[src/rtl/vga_pkg.sv]
// Shared definitions for the VGA test-pattern source: mode encodings,
// RGB888 width and the colour-bar palette.
package vga_pkg;

  localparam int RGB_W = 24;

  typedef logic [RGB_W-1:0] rgb_t;

  typedef enum logic [1:0] {
    MODE_BARS = 2'd0,
    MODE_GRID = 2'd1,
    MODE_RAMP = 2'd2,
    MODE_BOX  = 2'd3
  } mode_t;

  localparam rgb_t RGB_WHITE = 24'hFFFFFF;
  localparam rgb_t RGB_BLACK = 24'h000000;
  localparam rgb_t RGB_RED   = 24'hFF0000;
  localparam rgb_t RGB_BLUE  = 24'h0000FF;

  function automatic rgb_t bar_color(input logic [2:0] idx);
    case (idx)
      3'd0:    bar_color = 24'hFFFFFF;
      3'd1:    bar_color = 24'hFFFF00;
      3'd2:    bar_color = 24'h00FFFF;
      3'd3:    bar_color = 24'h00FF00;
      3'd4:    bar_color = 24'hFF00FF;
      3'd5:    bar_color = 24'hFF0000;
      3'd6:    bar_color = 24'h0000FF;
      default: bar_color = 24'h000000;
    endcase
  endfunction

endpackage

[src/rtl/vga_box_mover.sv]
// Bouncing-box position: one step per Frame_Start on each axis, direction
// flips when the box touches either edge of the active area.
module vga_box_mover #(
  parameter int H_ACTIVE = 800,
  parameter int V_ACTIVE = 480,
  parameter int BOX_SIZE = 64
) (
  input  logic        Clk,
  input  logic        Reset_n,
  input  logic        Step,
  output logic [11:0] Box_X,
  output logic [11:0] Box_Y
);

  logic [11:0] r_pos [2];
  logic [1:0]  r_dir;
  logic [11:0] w_step [2];
  logic [11:0] w_lim  [2];

  // Axis 0 is X, axis 1 is Y; both share the same bounce rule.
  for (genvar gi = 0; gi < 2; gi++) begin : g_axis
    assign w_lim[gi]  = (gi == 0) ? 12'(H_ACTIVE - BOX_SIZE) : 12'(V_ACTIVE - BOX_SIZE);
    assign w_step[gi] = r_dir[gi] ? r_pos[gi] + 12'd1 : r_pos[gi] - 12'd1;
  end

  always_ff @(posedge Clk or negedge Reset_n) begin
    if (!Reset_n) begin
      r_pos[0] <= '0;
      r_pos[1] <= '0;
      r_dir    <= 2'b11;
    end else if (Step) begin
      for (int i = 0; i < 2; i++) begin
        r_pos[i] <= w_step[i];
        if (w_step[i] == w_lim[i])
          r_dir[i] <= 1'b0;
        else if (w_step[i] == 12'd0)
          r_dir[i] <= 1'b1;
      end
    end
  end

  assign Box_X = r_pos[0];
  assign Box_Y = r_pos[1];

endmodule

[src/rtl/vga_pattern_gen.sv]
// Test-pattern pixel source: mode sequencer plus a registered pixel mux that
// answers each Data_Req one clock later.
module vga_pattern_gen
  import vga_pkg::*;
#(
  parameter int H_ACTIVE        = 800,
  parameter int V_ACTIVE        = 480,
  parameter int BOX_SIZE        = 64,
  parameter int GRID_PITCH      = 32,
  parameter int FRAMES_PER_MODE = 120
) (
  input  logic        Clk,
  input  logic        Reset_n,
  input  logic        Frame_Start,
  input  logic        Data_Req,
  input  logic [11:0] H_Addr,
  input  logic [11:0] V_Addr,
  input  logic        Auto_En,
  input  logic        Mode_Next,
  output logic [23:0] Disp_Data,
  output logic [1:0]  Mode
);

  localparam int          BAR_W     = H_ACTIVE / 8;
  localparam int          CNT_W     = $clog2(FRAMES_PER_MODE + 1);
  localparam logic [CNT_W-1:0] CNT_LAST = CNT_W'(FRAMES_PER_MODE - 1);
  localparam logic [11:0] GRID_MASK = 12'(GRID_PITCH - 1);

  mode_t            r_mode;
  logic [CNT_W-1:0] r_cnt;
  logic             r_pend;
  rgb_t             r_disp;

  logic        w_auto_hit;
  logic        w_advance;
  logic [11:0] w_box_x;
  logic [11:0] w_box_y;

  vga_box_mover #(
    .H_ACTIVE (H_ACTIVE),
    .V_ACTIVE (V_ACTIVE),
    .BOX_SIZE (BOX_SIZE)
  ) u_box (
    .Clk     (Clk),
    .Reset_n (Reset_n),
    .Step    (Frame_Start),
    .Box_X   (w_box_x),
    .Box_Y   (w_box_y)
  );

  // Only meaningful at a Frame_Start, which is the only place these are used.
  assign w_auto_hit = Auto_En && (r_cnt == CNT_LAST);
  assign w_advance  = r_pend || Mode_Next || w_auto_hit;

  always_ff @(posedge Clk or negedge Reset_n) begin
    if (!Reset_n) begin
      r_mode <= MODE_BARS;
      r_cnt  <= '0;
      r_pend <= 1'b0;
    end else if (Frame_Start) begin
      r_pend <= 1'b0;
      if (w_advance) begin
        r_mode <= mode_t'(r_mode + 2'd1);
        r_cnt  <= '0;
      end else if (Auto_En) begin
        r_cnt  <= r_cnt + 1'b1;
      end else begin
        r_cnt  <= '0;
      end
    end else begin
      if (Mode_Next)
        r_pend <= 1'b1;
      if (!Auto_En)
        r_cnt  <= '0;
    end
  end

  // Bar index from constant edge comparators instead of a divider.
  logic [7:1] w_bar_ge;
  logic [2:0] w_bar_idx;

  for (genvar gi = 1; gi < 8; gi++) begin : g_bar_edge
    assign w_bar_ge[gi] = (H_Addr >= 12'(gi * BAR_W));
  end

  always_comb begin
    w_bar_idx = 3'd0;
    for (int i = 1; i < 8; i++)
      if (w_bar_ge[i])
        w_bar_idx = 3'(i);
  end

  logic w_grid_on;
  logic w_in_box;
  rgb_t w_pix;

  assign w_grid_on = ((H_Addr & GRID_MASK) == 12'd0) || ((V_Addr & GRID_MASK) == 12'd0)
                  || (H_Addr == 12'(H_ACTIVE - 1)) || (V_Addr == 12'(V_ACTIVE - 1));

  assign w_in_box = ({1'b0, H_Addr} >= {1'b0, w_box_x})
                 && ({1'b0, H_Addr} <  ({1'b0, w_box_x} + 13'(BOX_SIZE)))
                 && ({1'b0, V_Addr} >= {1'b0, w_box_y})
                 && ({1'b0, V_Addr} <  ({1'b0, w_box_y} + 13'(BOX_SIZE)));

  always_comb begin
    w_pix = RGB_BLACK;
    case (r_mode)
      MODE_BARS: w_pix = bar_color(w_bar_idx);
      MODE_GRID: w_pix = w_grid_on ? RGB_WHITE : RGB_BLACK;
      MODE_RAMP: w_pix = {H_Addr[7:0], H_Addr[7:0], H_Addr[7:0]};
      MODE_BOX:  w_pix = w_in_box ? RGB_RED : RGB_BLUE;
      default:   w_pix = RGB_BLACK;
    endcase
  end

  always_ff @(posedge Clk or negedge Reset_n) begin
    if (!Reset_n)
      r_disp <= RGB_BLACK;
    else
      r_disp <= Data_Req ? w_pix : RGB_BLACK;
  end

  assign Disp_Data = r_disp;
  assign Mode      = r_mode;

endmodule

[config.mk]
export PLATFORM = sky130hd
export DESIGN_NAME = vga_pattern_gen
export DESIGN_NICKNAME = d
export VERILOG_FILES = /design/src/rtl/vga_pkg.sv /design/src/rtl/vga_box_mover.sv /design/src/rtl/vga_pattern_gen.sv
export SDC_FILE = /design/constraint.sdc
export NUM_CORES = 1
export LEC_CHECK = 0
export ABC_AREA = 1
export CORE_MARGIN = 3
export CORE_UTILIZATION = 54
export CTS_BUF_LIST = sky130_fd_sc_hd__clkbuf_8
export DETAILED_ROUTE_END_ITERATION = 8
export GPL_TIMING_DRIVEN = 0
export MAX_ROUTING_LAYER = met4
export PLACE_DENSITY_LB_ADDON = 0.3
export SETUP_SLACK_MARGIN = 0.1
export SLEW_MARGIN = 5
export SYNTH_ARGS = -nofsm -noshare
export SYNTH_HDL_FRONTEND = slang
export SYNTH_SLANG_ARGS = --single-unit
[constraint.sdc]
create_clock -name Clk -period 2.1 [get_ports Clk]
set_input_delay 0.42 -clock Clk [delete_from_list [all_inputs] [get_ports Clk]]
set_output_delay 0.42 -clock Clk [all_outputs]
set_load 0.05 [all_outputs]
Word-level counts from Yosys, hierarchy flattened
Index checks and enable logic that the tools add are counted.
{"block": "op_classes", "reduce_logical": 21, "n_mux": 24, "n_eq_ne": 15, "magnitude_cmp": 11, "add_sub_neg": 8}
{"cell": "one-hot mux 24 bit (7 select lines)", "count": 1}
{"cell": "one-hot mux 24 bit (4 select lines)", "count": 1}
{"cell": "2-to-1 mux 24 bit", "count": 3}
{"cell": "logical NOT 12 bit", "count": 4}
{"cell": "greater-or-equal comparator 12 x 9 -> 1 bit (second input constant)", "count": 3}
{"cell": "2-to-1 mux 7 bit", "count": 4}
{"cell": "adder 12 x 7 -> 13 bit (second input constant)", "count": 2}
{"cell": "less-than comparator 12 x 13 -> 1 bit", "count": 2}
{"cell": "adder 12 x 1 -> 12 bit (second input constant)", "count": 2}
{"cell": "equality test 12 x 10 -> 1 bit (second input constant)", "count": 2}
{"cell": "equality test 12 x 9 -> 1 bit (second input constant)", "count": 2}
{"cell": "greater-or-equal comparator 12 x 10 -> 1 bit (second input constant)", "count": 2}
{"cell": "greater-or-equal comparator 12 bit", "count": 2}
{"cell": "2-to-1 mux 12 bit", "count": 2}
{"cell": "subtractor 12 x 1 -> 12 bit (second input constant)", "count": 2}
{"cell": "2-to-1 mux 3 bit", "count": 6}
{"cell": "greater-or-equal comparator 12 x 7 -> 1 bit (second input constant)", "count": 1}
{"cell": "greater-or-equal comparator 12 x 8 -> 1 bit (second input constant)", "count": 1}
{"cell": "equality test 3 bit (second input constant)", "count": 3}
{"cell": "adder 7 x 1 -> 7 bit (second input constant)", "count": 1}
{"cell": "equality test 7 bit (second input constant)", "count": 1}
{"cell": "2-to-1 mux 1 bit", "count": 7}
{"cell": "equality test 3 x 2 -> 1 bit (second input constant)", "count": 2}
{"cell": "AND reduction 2 bit", "count": 3}
{"cell": "other kinds (10)", "count": 20}
{"block": "totals", "regBits": 60, "input_bits": 30, "word_cells": 87}

Depth between registers and ports, before layout
{"block": "logic_depth", "word_depth": 12, "mapped_depth": 16, "depth_no_buf": 16}

By module
Synthesis repeated with hierarchy kept, for this count alone.
{"block": "unflattened", "hier_cells": 806, "area_unflattened_um2": 5405.2}
{"module": "vga_pattern_gen", "cells_each": 441, "n_inst": 1, "area_per_inst_um2": 3015.4}
{"module": "vga_box_mover", "cells_each": 365, "n_inst": 1, "area_per_inst_um2": 2389.8}

Least setup slack after synthesis
Ideal clock, no wire load.
{"block": "synth_path", "path_kind": "register -> register", "from": "reg u_box.r_dir[0]", "to": "reg u_box.r_dir[0]", "setup_slack_ns": 0.050, "arrival_time_ns": 1.978, "required_time_ns": 2.028, "setup_ns": 0.072, "path_stages_with_launch": 15, "cell_sequence": "dfstp_2 inv_1 fa_1 nand3_1 nand3_1 nand2_1 nand2_1 nand2_1 nand2_1 nor2_1 nand2_1 nor2_1 nand3_1 nand2_1 inv_1"}
{"block": "synth_via", "elab_chain_len": 4, "elab_cells_between_ends": 6}
{"item": "start, declared", "line": "vga_box_mover.sv:16", "source": "logic [1:0] r_dir;"}
{"item": "start signal, assigned", "line": "vga_box_mover.sv:30", "source": "r_dir <= 2'b11;"}
{"item": "start signal, assigned by index", "line": "vga_box_mover.sv:35", "source": "r_dir[i] <= 1'b0;"}
{"item": "start signal, assigned by index", "line": "vga_box_mover.sv:37", "source": "r_dir[i] <= 1'b1;"}
{"item": "2-to-1 mux 12 bit (*)", "line": "vga_box_mover.sv:23", "source": "assign w_step[gi] = r_dir[gi] ? r_pos[gi] + 12'd1 : r_pos[gi] - 12'd1;"}
{"item": "equality test 12 x 10 -> 1 bit / logical NOT 12 bit (equally long branches)", "line": "vga_box_mover.sv:34, vga_box_mover.sv:36"}
{"item": "nonzero test 2 bit (no line)"}
{"item": "AND reduction 2 bit (no line)"}
Mark *: on every way between the ends. The rest lies on a longest branch, timed or not.
A chain may end at the register's enable or synchronous reset.

Worst setup path in the final report
Same ends and word-level chain as after synthesis.

==> flow_metrics.tcl <==
set metrics [dict create \
    clock-sinks 60 \
    required_ps 2400 \
    failed_checks "negative setup slack" \
    syn_area_um2 5333 \
    max_cap_violations 0 \
    overflow 0 \
    place_ws_ps -471.1 \
    yosysTopAreaCellShare 0.2722 \
    highest_layer "met4" \
    cp_common_cell "nand2_2" \
    rrSetupSlack_ps -240 \
    die_h_um 105.4 \
    via_count 5533 \
    irDropWorstVdd_v 0.0006564 \
    dp_hpwl_um 11290 \
    p_leak_nw 3.625 \
    final_util 0.7825 \
    clk_latency_ps 360 \
    layout-drive-gt1-share 0.2686 \
    place.gp.congestion 0.8820 \
    pwr-share-comb 0.632 \
    die_w_um 105.4 \
    netlist_top_cells_count "nand2_1 (218), inv_1 (130), nor2_1 (76)" \
    placed_cells 971 \
    vias_per_cell 5.451 \
    syn-instance-count 786 \
    clockBufferDepth 2 \
    async_reset_ff_frac 1.000 \
    worst-setup-path-type "flop to flop" \
    layout_setup_ws_ps -242.6 \
    ys_seq_area_frac 0.2820 \
    finalHoldViolCount 0 \
    intPower_mw 3.855 \
    post-route-drc-count 0 \
    p_sw_frac 0.5064 \
    power_mw 7.810 \
    slew_headroom 0.5133 \
    drt_first_iter_violations 366 \
    grt_pass1_vias 5304 \
    avgSynthCellArea_um2 6.784 \
    cts_tree "done" \
    antenna_cells 0 \
    routed_wl_um 15910 \
    cts.clk_slew.worst_paths_ps 80 \
    ioPinCount 56 \
    syn-num-nets 883 \
    hold_class "input pin to async pin" \
    first_pass_iters 5 \
    dpl_cell_area_um2 6066 \
    p_seq_frac 0.244 \
    yosysMostFrequentCell "nand2_1" \
    skew_ps 12.74 \
    yosysWarnings 0 \
    ys_types 37 \
    ant_nets 0 \
    max_stage_delay_ps 560 \
    outcome "finished, violations left" \
    cts_buffers 9 \
    switchingPower_mw 3.955 \
    critPathCaptureType "flop" \
    wl_per_cell_um 15.67 \
    tightest_slew_ps 730.0 \
    synth.ff_latch_count 60 \
    drt-met1-wl_um 6553 \
    start_util 0.5664 \
    worstPathCellList "clkinvlp_4, buf_12, fa_2, nand3_2, nand3_4, nand2_4, nand2_2, nand2_2, nand2_2, nor2_1, nand2_1, nor2_2, nand3_1, nand2_1, inv_2" \
    cpMaxStageDelayCell "dfstp_2" \
    dieArea_um2 11100 \
    htreeDepth 3 \
    cellPowerDensity_nw_per_um2 1060 \
    cts_root_buf "clkbuf_8" \
    finalCritPeriodShare 1.116 \
    rows 35 \
    postCtsHoldBufs 0 \
    synth_top_cell_by_area "dfrtp_1" \
    grt_max_degree 32 \
    setup_viol 20 \
    grt_use_total 0.2785 \
    nets 978 \
    rsz0062_at_grt "true" \
    crit_arrival_ps 2640 \
    synthFlopType "dfrtp_1" \
    clockPowerShare 0.124 \
    synth_area_leaders "dfrtp_1 (27%), nand2_1 (15%), ha_1 (15%)" \
    clock.fmax_ghz 0.4269 \
    fin_crit_ps 2343 \
    area_growth_pct 38.15 \
    grt_pass1_wl_um 24490 \
    wl_met2_um 8025 \
    finalMaxSlewViolations 0 \
    antenna_found_initial 0 \
    worstSetupStartpointType "flop" \
    design_area_um2 7367 \
    cp_max_fo 6 \
    fin_cells 1015 \
    coreArea_um2 9415 \
    route.met3.wl_um 813 \
    synth_edf_count 0 \
    io_buffers 55 \
]
area by class of cell:
type | instances | area, µm²
Multi-Input combinational cell | 586 | 4118
Fill cell | 686 | 2048
Sequential cell | 60 | 1509
Timing Repair Buffer | 84 | 858.3
Inverter | 132 | 505.5
Tap cell | 129 | 161.4
Clock buffer | 9 | 123.9
Clock inverter | 7 | 51.30
Buffer | 8 | 40.04
worst paths after layout:
| check | startpoint | cells after the start | to |
|---|---|---|---|
| hold / removal | Reset_n | 1 | u_box.Box_Y[10]$_DFFE_PN0P_ |
| hold reg to reg | r_pend$_DFFE_PN0P_ | 2 | r_pend$_DFFE_PN0P_ |
| setup / recovery | u_box.r_dir[0]$_DFFE_PN1P_ | 15 | u_box.r_dir[0]$_DFFE_PN1P_ |
| setup reg to reg | u_box.r_dir[0]$_DFFE_PN1P_ | 15 | u_box.r_dir[0]$_DFFE_PN1P_ |
| min in group Clk | r_pend$_DFFE_PN0P_ | 2 | r_pend$_DFFE_PN0P_ |
| max in group asynchronous | Reset_n | 2 | Mode[1]$_DFFE_PN0P_ |
state kept, by name (all words and copies together) (netlist names):
signal and cells:
u_box.r_dir 2, Disp_Data 24, r_cnt 7, Mode 2, u_box.Box_X 12, r_pend 1
u_box.Box_Y 12
worst max-delay path, delay by kind of cell (launching register included):
family	cells	cell delay [ps]
buffers and inverters	3	350
flip-flops	1	560
adder cells (fa/ha/maj)	1	420
AND/OR/NAND/NOR	11	940
logic make-up (layout without fill, tap and decap cells):
family                   Yosys count  in the layout  synth area share
AO/OA/AOI/OAI                    105            105            0.1051
XOR/XNOR                          19             19           0.03121
adder cells (fa/ha/maj)           67             67            0.1600
buffers and inverters            140            240            0.1004
flip-flops                        60             60            0.2820
AND/OR/NAND/NOR                  395            395            0.3212
metal layers:
metal	vias to the layer above	track usage
met5	-	-
met4	0	0.1172
met3	47	0.03491
met2	214	0.4690
met1	2556	0.3373
li1	2716	-
cells in the final DEF (no fill, tap or decap), drive strengths merged, types with 5 or more instances in the layout:
master and n:
nand3 53, xor2 14, nand4 15, nand2 229, nor2 82, xnor2 5, dfrtp 58, clkdlybuf4s50 48
a21oi 48, ha 65, o21ai 42, nor3 9, clkbuf 15, inv 131, buf 32
repair_timing:
item	in CTS	in global routing
endpoints found under the setup margin	32	44
pin swaps	16	51
gates resized for setup	86	134
cloned	0	2
setup buffers	12	14
power by group through the flow:
stage	Combinational (mW)	Sequential, mW	Clock [mW]
2_1_floorplan	2.06	2.50	0
3_5_place_dp	3.84	1.87	0
4_1_cts	4.36	1.88	0.978
5_1_grt	5.38	1.95	1.02
3_3_place_gp	3.70	1.86	0
6_report	4.94	1.90	0.968
per-stage QoR:
| step | hold WS, ps | TNS, ps |
|---|---|---|
| floorplan | 124.4 | 0 |
| global placement | 480.3 | -78420 |
| detailed placement | 501.7 | -8635 |
| CTS | 122.2 | -286.7 |
| global route | 160.5 | -4474 |
| finish | 115.2 | -1476 |
Power figures use the tool's default switching activity.
